**src/rtl/rob_commit_ctrl_if.sv**
```systemverilog
// Signal bundle between the ROB commit controller and its neighbours:
// dispatch, the temporary register file, the architectural file and the store unit.
interface rob_commit_ctrl_if #(
   parameter int AW = 5,
   parameter int DW = 73
);
   // dispatch / allocation
   logic          alloc_req;
   logic [4:0]    alloc_rd;
   logic [31:0]   alloc_pc;
   logic [1:0]    alloc_type;
   logic          alloc_gnt;
   logic [AW-1:0] alloc_tag;
   logic          full;
   logic          empty;

   // temporary register file
   logic [DW-1:0] rf_data_in;
   logic [AW-1:0] rf_waddr;
   logic          rf_new_entry;
   logic [AW-1:0] rf_rd_addr;
   logic [DW-1:0] rf_data_out;
   logic          rf_flush;

   // retire side
   logic          commit_we;
   logic [4:0]    commit_addr;
   logic [31:0]   commit_data;
   logic          store_commit;
   logic          redirect_valid;
   logic [31:0]   redirect_pc;

   modport slave (
      input  alloc_req, alloc_rd, alloc_pc, alloc_type, rf_data_out,
      output alloc_gnt, alloc_tag, full, empty,
      output rf_data_in, rf_waddr, rf_new_entry, rf_rd_addr, rf_flush,
      output commit_we, commit_addr, commit_data, store_commit,
      output redirect_valid, redirect_pc
   );

   modport master (
      output alloc_req, alloc_rd, alloc_pc, alloc_type, rf_data_out,
      input  alloc_gnt, alloc_tag, full, empty,
      input  rf_data_in, rf_waddr, rf_new_entry, rf_rd_addr, rf_flush,
      input  commit_we, commit_addr, commit_data, store_commit,
      input  redirect_valid, redirect_pc
   );
endinterface

```
**src/rtl/rob_commit_ctrl.sv**
```systemverilog
// Head/tail controller for the 32-entry speculative register file: allocates
// entries at the tail, retires completed entries in order from the head.
module rob_commit_ctrl #(
   parameter int DEPTH = 32,
   parameter int AW    = $clog2(DEPTH),
   parameter int DW    = 73
) (
   input  logic             clock,
   input  logic             reset,
   rob_commit_ctrl_if.slave bus
);

   typedef enum logic [1:0] {
      T_ALU    = 2'b00,
      T_LOAD   = 2'b01,
      T_STORE  = 2'b10,
      T_BRANCH = 2'b11
   } inst_type_e;

   typedef struct packed {
      logic [4:0]  rd_reg;
      logic [31:0] pc;
      inst_type_e  inst_type;
      logic [31:0] spec_data;
      logic        spec_valid;
      logic        valid;
   } entry_t;

   logic [AW-1:0] head;
   logic [AW-1:0] tail;
   logic [AW:0]   count;

   logic   full;
   logic   empty;
   logic   ready;
   logic   is_reg_write;
   logic   flush_hit;
   logic   grant;
   entry_t head_ent;
   entry_t new_ent;

   assign full  = (count == (AW+1)'(DEPTH));
   assign empty = (count == '0);

   assign head_ent     = entry_t'(bus.rf_data_out);
   assign ready        = ~empty & head_ent.valid & head_ent.spec_valid;
   assign is_reg_write = (head_ent.inst_type == T_ALU) || (head_ent.inst_type == T_LOAD);

   // A resolved branch whose next PC is not the fall-through squashes everything younger.
   assign flush_hit = ready & (head_ent.inst_type == T_BRANCH) &
                      (head_ent.spec_data != head_ent.pc + 32'd4);

   // Grant looks at this cycle's count only; a same-cycle retire does not free a slot early.
   assign grant = bus.alloc_req & ~full & ~bus.rf_flush & ~flush_hit;

   always_comb begin
      // NOTE: default every field first so no path through this block can infer a latch.
      new_ent            = '0;
      new_ent.rd_reg     = bus.alloc_rd;
      new_ent.pc         = bus.alloc_pc;
      new_ent.inst_type  = inst_type_e'(bus.alloc_type);
      new_ent.spec_valid = 1'b0;
      new_ent.valid      = 1'b1;
   end

   assign bus.alloc_gnt    = grant;
   assign bus.alloc_tag    = tail;
   assign bus.full         = full;
   assign bus.empty        = empty;
   assign bus.rf_data_in   = DW'(new_ent);
   assign bus.rf_waddr     = tail;
   assign bus.rf_new_entry = grant;
   assign bus.rf_rd_addr   = head;

   // NOTE: state registers use non-blocking assignments so every flop samples pre-edge values.
   always_ff @(posedge clock or posedge reset) begin : ptr_state
      if (reset) begin
         head  <= '0;
         tail  <= '0;
         count <= '0;
      end else if (flush_hit) begin
         head  <= '0;
         tail  <= '0;
         count <= '0;
      end else begin
         if (ready) head <= head + AW'(1);
         if (grant) tail <= tail + AW'(1);
         case ({grant, ready})
            2'b10:   count <= count + (AW+1)'(1);
            2'b01:   count <= count - (AW+1)'(1);
            default: count <= count;
         endcase
      end
   end

   // Retire results are registered: they appear the cycle after the head was seen ready.
   always_ff @(posedge clock or posedge reset) begin : retire_out
      if (reset) begin
         bus.commit_we      <= 1'b0;
         bus.commit_addr    <= '0;
         bus.commit_data    <= '0;
         bus.store_commit   <= 1'b0;
         bus.rf_flush       <= 1'b0;
         bus.redirect_valid <= 1'b0;
         bus.redirect_pc    <= '0;
      end else begin
         bus.commit_we      <= ready & is_reg_write & (head_ent.rd_reg != 5'd0);
         bus.store_commit   <= ready & (head_ent.inst_type == T_STORE);
         bus.rf_flush       <= flush_hit;
         bus.redirect_valid <= flush_hit;
         if (ready & is_reg_write) begin
            bus.commit_addr <= head_ent.rd_reg;
            bus.commit_data <= head_ent.spec_data;
         end
         if (flush_hit) bus.redirect_pc <= head_ent.spec_data;
      end
   end

endmodule

```
**src/flat_wrapper.sv**
```systemverilog
// flat-port wrapper written by rule: the top's interface ports become plain ports
module rob_commit_ctrl_flat 
#(
   parameter int DEPTH = 32,
   parameter int AW    = $clog2(DEPTH),
   parameter int DW    = 73
)
  (clock, reset, bus_alloc_req, bus_alloc_rd, bus_alloc_pc, bus_alloc_type, bus_rf_data_out, bus_alloc_gnt, bus_alloc_tag, bus_full, bus_empty, bus_rf_data_in, bus_rf_waddr, bus_rf_new_entry, bus_rf_rd_addr, bus_rf_flush, bus_commit_we, bus_commit_addr, bus_commit_data, bus_store_commit, bus_redirect_valid, bus_redirect_pc);
  rob_commit_ctrl_if #(.AW(AW), .DW(DW)) bus_i ();
  input  logic clock;
  input  logic reset;
  input wire logic [$bits(bus_i.alloc_req)-1:0] bus_alloc_req;
  input wire logic [$bits(bus_i.alloc_rd)-1:0] bus_alloc_rd;
  input wire logic [$bits(bus_i.alloc_pc)-1:0] bus_alloc_pc;
  input wire logic [$bits(bus_i.alloc_type)-1:0] bus_alloc_type;
  input wire logic [$bits(bus_i.rf_data_out)-1:0] bus_rf_data_out;
  output wire logic [$bits(bus_i.alloc_gnt)-1:0] bus_alloc_gnt;
  output wire logic [$bits(bus_i.alloc_tag)-1:0] bus_alloc_tag;
  output wire logic [$bits(bus_i.full)-1:0] bus_full;
  output wire logic [$bits(bus_i.empty)-1:0] bus_empty;
  output wire logic [$bits(bus_i.rf_data_in)-1:0] bus_rf_data_in;
  output wire logic [$bits(bus_i.rf_waddr)-1:0] bus_rf_waddr;
  output wire logic [$bits(bus_i.rf_new_entry)-1:0] bus_rf_new_entry;
  output wire logic [$bits(bus_i.rf_rd_addr)-1:0] bus_rf_rd_addr;
  output wire logic [$bits(bus_i.rf_flush)-1:0] bus_rf_flush;
  output wire logic [$bits(bus_i.commit_we)-1:0] bus_commit_we;
  output wire logic [$bits(bus_i.commit_addr)-1:0] bus_commit_addr;
  output wire logic [$bits(bus_i.commit_data)-1:0] bus_commit_data;
  output wire logic [$bits(bus_i.store_commit)-1:0] bus_store_commit;
  output wire logic [$bits(bus_i.redirect_valid)-1:0] bus_redirect_valid;
  output wire logic [$bits(bus_i.redirect_pc)-1:0] bus_redirect_pc;
  assign bus_i.alloc_req = bus_alloc_req;
  assign bus_i.alloc_rd = bus_alloc_rd;
  assign bus_i.alloc_pc = bus_alloc_pc;
  assign bus_i.alloc_type = bus_alloc_type;
  assign bus_i.rf_data_out = bus_rf_data_out;
  assign bus_alloc_gnt = bus_i.alloc_gnt;
  assign bus_alloc_tag = bus_i.alloc_tag;
  assign bus_full = bus_i.full;
  assign bus_empty = bus_i.empty;
  assign bus_rf_data_in = bus_i.rf_data_in;
  assign bus_rf_waddr = bus_i.rf_waddr;
  assign bus_rf_new_entry = bus_i.rf_new_entry;
  assign bus_rf_rd_addr = bus_i.rf_rd_addr;
  assign bus_rf_flush = bus_i.rf_flush;
  assign bus_commit_we = bus_i.commit_we;
  assign bus_commit_addr = bus_i.commit_addr;
  assign bus_commit_data = bus_i.commit_data;
  assign bus_store_commit = bus_i.store_commit;
  assign bus_redirect_valid = bus_i.redirect_valid;
  assign bus_redirect_pc = bus_i.redirect_pc;
  rob_commit_ctrl #(.DEPTH(DEPTH), .AW(AW), .DW(DW)) u_core (.clock(clock), .reset(reset), .bus(bus_i));
endmodule
```
**config.mk**
```make
export PLATFORM = sky130hd
export DESIGN_NAME = rob_commit_ctrl_flat
export DESIGN_NICKNAME = d
export VERILOG_FILES = /design/src/rtl/rob_commit_ctrl_if.sv /design/src/rtl/rob_commit_ctrl.sv /design/src/flat_wrapper.sv
export SDC_FILE = /design/constraint.sdc
export NUM_CORES = 1
export LEC_CHECK = 0
export ABC_AREA = 1
export BUFFER_PORTS_ARGS = -buffer_cell sky130_fd_sc_hd__buf_2
export CORE_MARGIN = 1.5
export CORE_UTILIZATION = 40
export CTS_CLUSTER_SIZE = 40
export DETAILED_ROUTE_END_ITERATION = 7
export PLACE_DENSITY = 0.84
export REMOVE_ABC_BUFFERS = 1
export SYNTH_ARGS = -nofsm -noshare
export SYNTH_HDL_FRONTEND = slang
export SYNTH_SLANG_ARGS = --single-unit
```
**constraint.sdc**
```tcl
create_clock -name clock -period 3.55 [get_ports clock]
set_input_delay 0.5325 -clock clock [delete_from_list [all_inputs] [get_ports clock]]
set_output_delay 0.5325 -clock clock [all_outputs]
set_load 0.01 [all_outputs]
```
==> metrics.txt <==
status finished, final reports clean; Critical Path Source Type input port; Slew @ Worst Pin 682.6 ps; Synthesis Warnings 0; Setup TNS 0 ps; NumNets Final roughly 1100; GP Congestion roughly 0.9; share of the synthesized area in the top cell type roughly 40%; WP data arrival ~3700 ps; Ant. Diodes 0; DR iter-0 viols about 260; period utilisation layout 96.22%; Cell Area, Synth 5563 um^2; drt total wl 16650 um; max_cap viols 0; total setup buffers inserted after CTS 0; initial core utilization about two fifths; Simple-Gate Fraction of Synth Area between 20% and 30%; CP Class in2reg; WL per Instance 15.04 um; worst flop-to-flop path startpoint u_core.count[2]; fraction of synthesized area in multiplexers 0.8097%; HP Class in2async; Clock Skews 7.574 ps; Yosys top cell by area dfrtp_1; Yosys reg bits 88; DRC viols 0; Top Ports 280; Worst-Skew Late Latency 340 ps; global route overflow 0; core box area 13400 um^2; post-synthesis average cell area 7.368 um^2; Mapped Cells roughly 760; Pre-antenna DRT Iters 5; Worst slew margin 54.49%; TritonCTS clock tree built; fin area a little under 7000 um^2; Seq/Total Area, Yosys between 30% and 40%; R2R cell count 21; Netlist cell types 32; unrepaired setup endpoints after global routing yes; Final WS setup about 130 ps; vias per cell between 4 and 5; final count of hold timing violations 0; Max Used Layer met5; Fmax achieved 0.2928 GHz; main flop type after synthesis dfrtp_1; HPWL Detailed around 13000 um; first-pass GRT wire length around 26000 um; Area growth, synth to finish 23.32%; H-tree depth reported by CTS 3; CP Max Fanout 4; dpl cell area about 6500 um^2; DP Worst Slack -507.2 ps; Slew Viols, Final 0; initial antenna violation count 2; Global Route Usage Sum a little under a quarter; most common cell in the synthesized netlist nand2_1; CP required around 3800 ps; area fraction in compound gates after synthesis ~8%; Pwr Density slightly above 500 nW/um^2; Crit. End Element flip-flop; post-route ant nets 0; top cells by area, synth dfrtp_1, nand2_1, buf_4, o21ai_0, inv_1; Met2 Wirelength between 7000 and 8000 um; vias in the first global route roughly 5100; ys async rst share between 90% and 100%; I/O Buffers about 170; die area around 15000 um^2; Rows 42; met1 wire length ~7000 um; final setup vio count 0; largest family of logic cells by synthesized area simple AND/OR/NAND/NOR gates; commonest cells in the netlist nand2_1, inv_1, dfrtp_1; Vias around 5300; Die Ht between 100 and 150 um; Synth Area in Adders approximately 2.2%; CTS Buf Count 9; share of post-route cells with drive strength above 1 approximately 29%; Lkg Pwr between 3 and 4 nW; EDFF count, synth 0; minimum clock period 3416 ps; Chip Width 120.9 um; WL met3 about 2000 um; # clock sinks roughly 90; Synth Area in XOR/XNOR under 10%; worst r2r dst u_core.count[5]; Root Driver clkbuf_16; largest net degree at the start of global routing 56; clk slew on worst S/H paths 70 ps; Max rail drop VDD approximately 220 uV; worst reg2reg setup slack ~320 ps; Clock Path Buffers 2
==> placed cells by master (no fill, tap or decap), drive strengths merged <==
master	Yosys	final
a21oi	7	7
a31oi	1	1
and2	1	1
buf	88	222
clkbuf	7	11
clkinv	1	6
clkinvlp	0	1
conb	2	34
dfrtp	88	88
fa	1	1
ha	8	8
inv	90	90
mux2	4	4
nand2	223	223
nand3	36	36
nand3b	4	4
nand4	11	11
nor2	66	66
nor3	8	8
nor3b	1	1
nor4	1	1
o21ai	76	76
o21bai	2	2
xnor2	11	11
xnor3	1	1
xor2	17	17
==> worst max path at each step <==
stage	to	depth (start not counted)	start
2_1_floorplan	u_core.count[5]	28	bus_rf_data_out[38]
5_1_grt	u_core.count[5]	28	bus_rf_data_out[38]
4_1_cts	u_core.count[5]	30	bus_rf_data_out[38]
3_5_place_dp	u_core.count[5]	30	bus_rf_data_out[38]
6_report	u_core.count[5]	28	bus_rf_data_out[38]
3_3_place_gp	u_core.count[5]	28	bus_rf_data_out[38]
==> metal layers <==
metal  GRT usage, %  vias to the layer above
met3          12.92                       29
met2          35.12                      261
met1          28.54                     2452
met5          3.676                        -
li1               -                     2581
met4          5.956                        4
==> power breakdown <==
part	total [W]	switching [W]	internal [W]
sequential	0.00144	0.000182	0.00125
clock	0.000861	0.000390	0.000470
combinational	0.00115	0.000639	0.000515
total	0.00345	0.00121	0.00224
==> flip-flops by register name, summed over array words and instances (netlist names) <==
signal and count:
u_core.bus.commit_addr 5, u_core.bus.alloc_tag 5, u_core.bus.store_commit 1, u_core.bus.commit_data 32, u_core.count 6, u_core.bus.redirect_pc 32
u_core.bus.rf_rd_addr 5, u_core.bus.rf_flush 1, u_core.bus.commit_we 1
==> final cells by class <==
cell class                 count  area [um^2]
fill                        1297         6540
multi-input combinational    513         2545
sequential                    88         2202
timing repair buffer         223         1284
inverter                      91        344.1
clock buffer                  10        229.0
tap                          176        220.2
clock inverter                 6        36.28
==> kinds of logic after synthesis <==
kind of cell,Yosys count
mux,4
other cells,2
flops,88
compound gates,86
buf+inv,186
simple gates,351
fa+ha+maj,9
xor+xnor,29
==> critical path: stages <==
cell	delay, ps
clkbuf_4	140
ha_4	260
inv_1	30
nand2_1	40
nand2_1	50
nor2_1	110
nand2_1	80
nor2_1	90
nand2_1	70
nor2_1	90
nand3_1	100
nor2_2	160
nand3_2	90
nor2_1	100
nor2_1	60
nor2_1	130
inv_1	90
ha_4	180
ha_4	220
nand2_1	50
nand2_1	40
a31oi_1	150
inv_1	80
a21oi_2	110
nor2_1	60
nor3_1	260
nor3_1	110
nor3_2	180
==> what timing repair did <==
action,4_1_cts,5_1_grt
hold endpoints to repair,0,0
hold buffers,0,0
pin swaps,1,7
gates resized for setup,6,16
endpoints found under the setup margin,1,4
==> per-stage QoR <==
step	total power, W	util [%]	hold slack, ps	instances
detailed placement	0.002566	48.58	468.8	1091
CTS	0.003446	50.75	321.3	1107
global route	0.003706	51.20	366.2	1107
global placement	0.002520	48.58	460.5	1091
floorplan	0.002040	-	518.7	692
finish	0.003451	51.20	305.0	1107
Power figures use the tool's default switching activity.
